===== src/rtl/m6809_pkg.sv =====
// m6809_pkg: shared types and constants for the 6809 SOC control logic
package m6809_pkg;

   typedef enum logic [1:0] {
      ST_RESET_HOLD = 2'd0,
      ST_RUN        = 2'd1,
      ST_HALT_WAIT  = 2'd2,
      ST_HALTED     = 2'd3
   } state_t;

   // {BA,BS} pattern the core drives once it has halted and released the bus
   localparam logic [1:0] BUS_STATE_HALT_GRANT = 2'b11;

   localparam int POR_CYCLES_DEF = 5;

endpackage


===== src/rtl/m6809_reset_halt_ctrl.sv =====
// m6809_reset_halt_ctrl: drives the 6809 RESET/HALT inputs with reset stretch,
// BA/BS-confirmed halt handshake and a watchdog on unacknowledged halts
module m6809_reset_halt_ctrl
   import m6809_pkg::*;
#(
   parameter int POR_CYCLES   = POR_CYCLES_DEF,
   parameter int HALT_TIMEOUT = 255,
   parameter int CNT_W        = 8
) (
   input  logic       i_clk,
   input  logic       i_reset_b,
   input  logic       i_sw_reset_req,
   input  logic       i_halt_req,
   input  logic       i_cpu_ba,
   input  logic       i_cpu_bs,
   output logic       o_cpu_reset_b,
   output logic       o_cpu_halt_b,
   output logic       o_halt_ack,
   output logic       o_halt_timeout,
   output logic [1:0] o_state
);

   localparam logic [CNT_W-1:0] POR_LAST = CNT_W'(POR_CYCLES - 1);
   localparam logic [CNT_W-1:0] WDG_LAST = CNT_W'(HALT_TIMEOUT - 1);

   state_t           r_state;
   logic [CNT_W-1:0] r_cnt;
   logic             r_cpu_reset_b;
   logic             r_cpu_halt_b;
   logic             r_halt_ack;
   logic             r_halt_timeout;
   logic             w_granted;

   assign w_granted      = {i_cpu_ba, i_cpu_bs} == BUS_STATE_HALT_GRANT;
   assign o_cpu_reset_b  = r_cpu_reset_b;
   assign o_cpu_halt_b   = r_cpu_halt_b;
   assign o_halt_ack     = r_halt_ack;
   assign o_halt_timeout = r_halt_timeout;
   assign o_state        = r_state;

   always_ff @(posedge i_clk) begin
      if (!i_reset_b) begin
         r_state        <= ST_RESET_HOLD;
         r_cnt          <= '0;
         r_cpu_reset_b  <= 1'b0;
         r_cpu_halt_b   <= 1'b1;
         r_halt_ack     <= 1'b0;
         r_halt_timeout <= 1'b0;
      end else if (i_sw_reset_req) begin
         r_state       <= ST_RESET_HOLD;
         r_cnt         <= '0;
         r_cpu_reset_b <= 1'b0;
         r_cpu_halt_b  <= 1'b1;
         r_halt_ack    <= 1'b0;
      end else begin
         case (r_state)
            ST_RESET_HOLD: begin
               r_cnt <= r_cnt + 1'b1;
               if (r_cnt == POR_LAST) begin
                  r_state       <= ST_RUN;
                  r_cpu_reset_b <= 1'b1;
               end
            end
            ST_RUN: begin
               if (i_halt_req) begin
                  r_state      <= ST_HALT_WAIT;
                  r_cpu_halt_b <= 1'b0;
                  r_cnt        <= '0;
               end
            end
            ST_HALT_WAIT: begin
               // acknowledge wins over abandon, abandon wins over the watchdog
               if (w_granted) begin
                  r_state    <= ST_HALTED;
                  r_halt_ack <= 1'b1;
               end else if (!i_halt_req) begin
                  r_state      <= ST_RUN;
                  r_cpu_halt_b <= 1'b1;
               end else if (r_cnt == WDG_LAST) begin
                  r_state        <= ST_RESET_HOLD;
                  r_cnt          <= '0;
                  r_halt_timeout <= 1'b1;
                  r_cpu_reset_b  <= 1'b0;
                  r_cpu_halt_b   <= 1'b1;
               end else begin
                  r_cnt <= r_cnt + 1'b1;
               end
            end
            ST_HALTED: begin
               if (!i_halt_req) begin
                  r_state      <= ST_RUN;
                  r_cpu_halt_b <= 1'b1;
                  r_halt_ack   <= 1'b0;
               end else if (!w_granted) begin
                  r_state    <= ST_HALT_WAIT;
                  r_halt_ack <= 1'b0;
                  r_cnt      <= '0;
               end
            end
            default: r_state <= ST_RESET_HOLD;
         endcase
      end
   end

endmodule

===== config.mk =====
export PLATFORM = sky130hd
export DESIGN_NAME = m6809_reset_halt_ctrl
export DESIGN_NICKNAME = d
export VERILOG_FILES = /design/src/rtl/m6809_pkg.sv /design/src/rtl/m6809_reset_halt_ctrl.sv
export SDC_FILE = /design/constraint.sdc
export NUM_CORES = 1
export LEC_CHECK = 0
export CAP_MARGIN = 5
export CORE_MARGIN = 1.5
export CORE_UTILIZATION = 30
export DETAILED_ROUTE_END_ITERATION = 16
export PLACE_DENSITY = 0.62
export SYNTH_ARGS = -nofsm -noshare
export SYNTH_HDL_FRONTEND = slang
export SYNTH_SLANG_ARGS = --single-unit

===== constraint.sdc =====
create_clock -name i_clk -period 2.06 [get_ports i_clk]
set_input_delay 0.412 -clock i_clk [delete_from_list [all_inputs] [get_ports i_clk]]
set_output_delay 0.412 -clock i_clk [all_outputs]
set_load 0.02 [all_outputs]

==> results.py <==
metrics = {
    "synth": {
        "syn-cell-area_sq_um": 764.5,
        "ys_ff_latch": 14,
        "yosysWarnings": 0,
        "synth-seq-area-share_pct": 36.66,
        "synth_area_leaders": "dfxtp_1, nand3_1, ha_1, nor2_1, a21oi_1",
        "syn-instance-count": 86,
        "synth_cell_types": 30,
        "syn_nets": 95,
        "syn_area_per_cell_sq_um": 8.889,
        "synth_top_area_share_pct": 36.66,
        "synth_top_cell_by_area": "dfxtp_1",
    },
    "timing": {
        "report.final.setup_viol": 0,
        "worst_pin_slew_ps": 455.8,
        "tns_ps": 0,
        "slew_viol_final": 0,
        "fmaxAchievable_mhz": 520.1,
        "period_share_pct": 93.33,
        "slew_headroom_pct": 69.54,
        "hold_viol": 0,
        "skew_ps": 2.288,
        "grt_setup_unrepaired": "no",
        "min_period_ps": 1923,
    },
    "power_and_ir_drop": {
        "finalPower_uw": 461.8,
        "p_leak_uw": 0.0003201,
        "vdd_ir_drop_max_mv": 0.2646,
        "powerDensity_nw_per_um2": 494.7,
    },
    "cells_and_area": {
        "final_cell_mix": "dfxtp_1, clkdlybuf4s50_1, nor2_1, nand3_1, a21oi_1",
        "fin_cells": 130,
        "final_core_util_pct": 38.02,
        "final_common_cell": "dfxtp_1",
        "fin_area_sq_um": 933.4,
        "areaGrowthSynthToFinish_pct": 22.09,
        "finalNetCount": 111,
        "num_antenna_cells": 0,
        "fillCellCount": 242,
        "drive_gt1_share_pct": 12.00,
    },
    "critical_path": {
        "cp.arrival_ps": 1510,
        "path_buf_inv": 1,
        "end_kind": "output port",
        "required_ps": 1650,
        "cp_slowest_cell": "clkdlybuf4s50_1",
        "critPathTopFamily": "buffers and inverters",
        "cp_max_fo": 9,
        "crit_chain": "clkdlybuf4s50_1",
        "max_stage_delay_ps": 680,
        "startpoint_type": "register",
        "worstSetupPathType": "register to output port",
    },
    "detailed_routing": {
        "first_pass_iters": 4,
        "routed_wl_microns": 1653,
        "num_vias": 684,
        "drt_iter0_markers": 19,
        "final_antenna_net_count": 0,
        "vias_per_cell": 5.262,
        "post_drt_wl_per_cell_microns": 12.72,
        "route.detailed.drc": 0,
    },
    "global_route": {
        "grtUsageTotal_pct": 13.34,
        "grt_overflow_total": 0,
        "first_global_vias": 638,
        "grt_pass1_wl_microns": 2808,
        "grt_max_degree": 10,
        "antenna_found_initial": 0,
    },
    "floorplanning": {
        "rows": 18,
        "core_area_sq_um": 2455,
        "die_x_microns": 53.48,
        "dieArea_sq_um": 2860,
        "die_y_microns": 53.48,
        "start_util_pct": 31.14,
        "pin_count": 12,
    },
    "outcome": {
        "status": "finished, final reports clean",
    },
    "clocking": {
        "cts_tree": "done",
        "cts.sinks": 14,
        "max-clock-path-buffers": 2,
        "cts_root_buf": "clkbuf_4",
        "path_clk_slew_ps": 80,
        "cts_resized": 0,
        "clk_latency_ps": 270,
        "postCtsHoldBufs": 0,
        "h-tree-depth": 1,
        "numCtsBuffers": 3,
        "cts_setup_buffers": 0,
    },
    "placement": {
        "port_buffers": 11,
        "dpl.cell_count": 127,
        "place.gp.congestion": 0.7362,
        "dpl.hpwl_microns": 1235,
        "placed_area_sq_um": 910.9,
    },
    "min_path": {
        "hold_path.class": "register to register",
    },
    "job": {
        "cap_violations": 0,
    },
}
[per-layer routing]
layer	vias to the layer above	part of all wire [%]	global-route usage, %
met4	0	0.60	2.564
met3	2	4.1	3.390
met5	-	0	0
met1	322	50	17.88
met2	18	45	21.40
li1	342	-	-
[worst reg2reg max path, stage by stage (launching register included)]
cell and delay [ps]:
dfxtp_1 560, nand3_2 260, nand2_1 260, o311ai_4 190, a221oi_1 250
[worst paths after layout]
check	from	end	slack, ps	depth (start not counted)
setup reg to reg	o_state[1]	o_state[0]	460	4
hold / removal	o_halt_timeout	o_halt_timeout	480	1
setup / recovery	o_state[1]	o_state[1]	140	1
hold reg to reg	o_halt_timeout	o_halt_timeout	480	1
[layout make-up]
cell class / instances / area, sq um / share of cell area [%]
timing repair buffer: 13 / 125.1 / 13.40
multi-input combinational: 65 / 449.2 / 48.12
inverter: 5 / 18.77 / 2.011
sequential: 14 / 280.3 / 30.03
tap: 30 / 37.54 / 4.021
clock buffer: 3 / 22.52 / 2.413
[state kept, by name, indices dropped and copies added (netlist names)]
signal,flops
o_state,2
o_cpu_reset_b,1
r_cnt,8
o_halt_ack,1
o_halt_timeout,1
o_cpu_halt_b,1
[Yosys cell counts (all sizes together)]
cell type	count
ha	3
nand4b	1
nand4	3
o21a	2
nand2	6
nor2b	1
o21ai	5
clkbuf	1
o22ai	1
and4	1
nor4b	1
a21oi	7
and3	1
o21bai	1
inv	5
xnor2	1
dfxtp	14
o311ai	2
xor2	3
a221oi	1
nand2b	1
buf	1
nor2	10
nand3	9
a41oi	1
or3	3
nor3	1
[kinds of logic (layout without fill, tap and decap cells)]
kind of cell / Yosys count / count (layout) / share of synthesized area (%)
AOI/OAI and AO/OA: 20 / 20 / 20.95
xor gates and xnor gates: 4 / 4 / 4.583
adders and majority gates: 3 / 3 / 4.911
buffers and inverters: 7 / 21 / 4.582
DFF: 14 / 14 / 36.66
and+or+nand+nor: 38 / 38 / 28.32
[stage by stage]
step | setup WS (ps) | hold slack, ps
after floorplan | 579.6 | 471.4
after global placement | 127.8 | 456.9
after detailed placement | 91.33 | 473.3
after CTS | 127.4 | 491.6
after global routing | 74.22 | 514.7
final | 137.5 | 480.5
[power breakdown]
group	total [uW]	internal [uW]	switching, uW
Sequential	275	272	2.77
Combinational	39.7	20.9	18.8
Clock	147	67.7	79.3
Power figures use the tool's default switching activity.
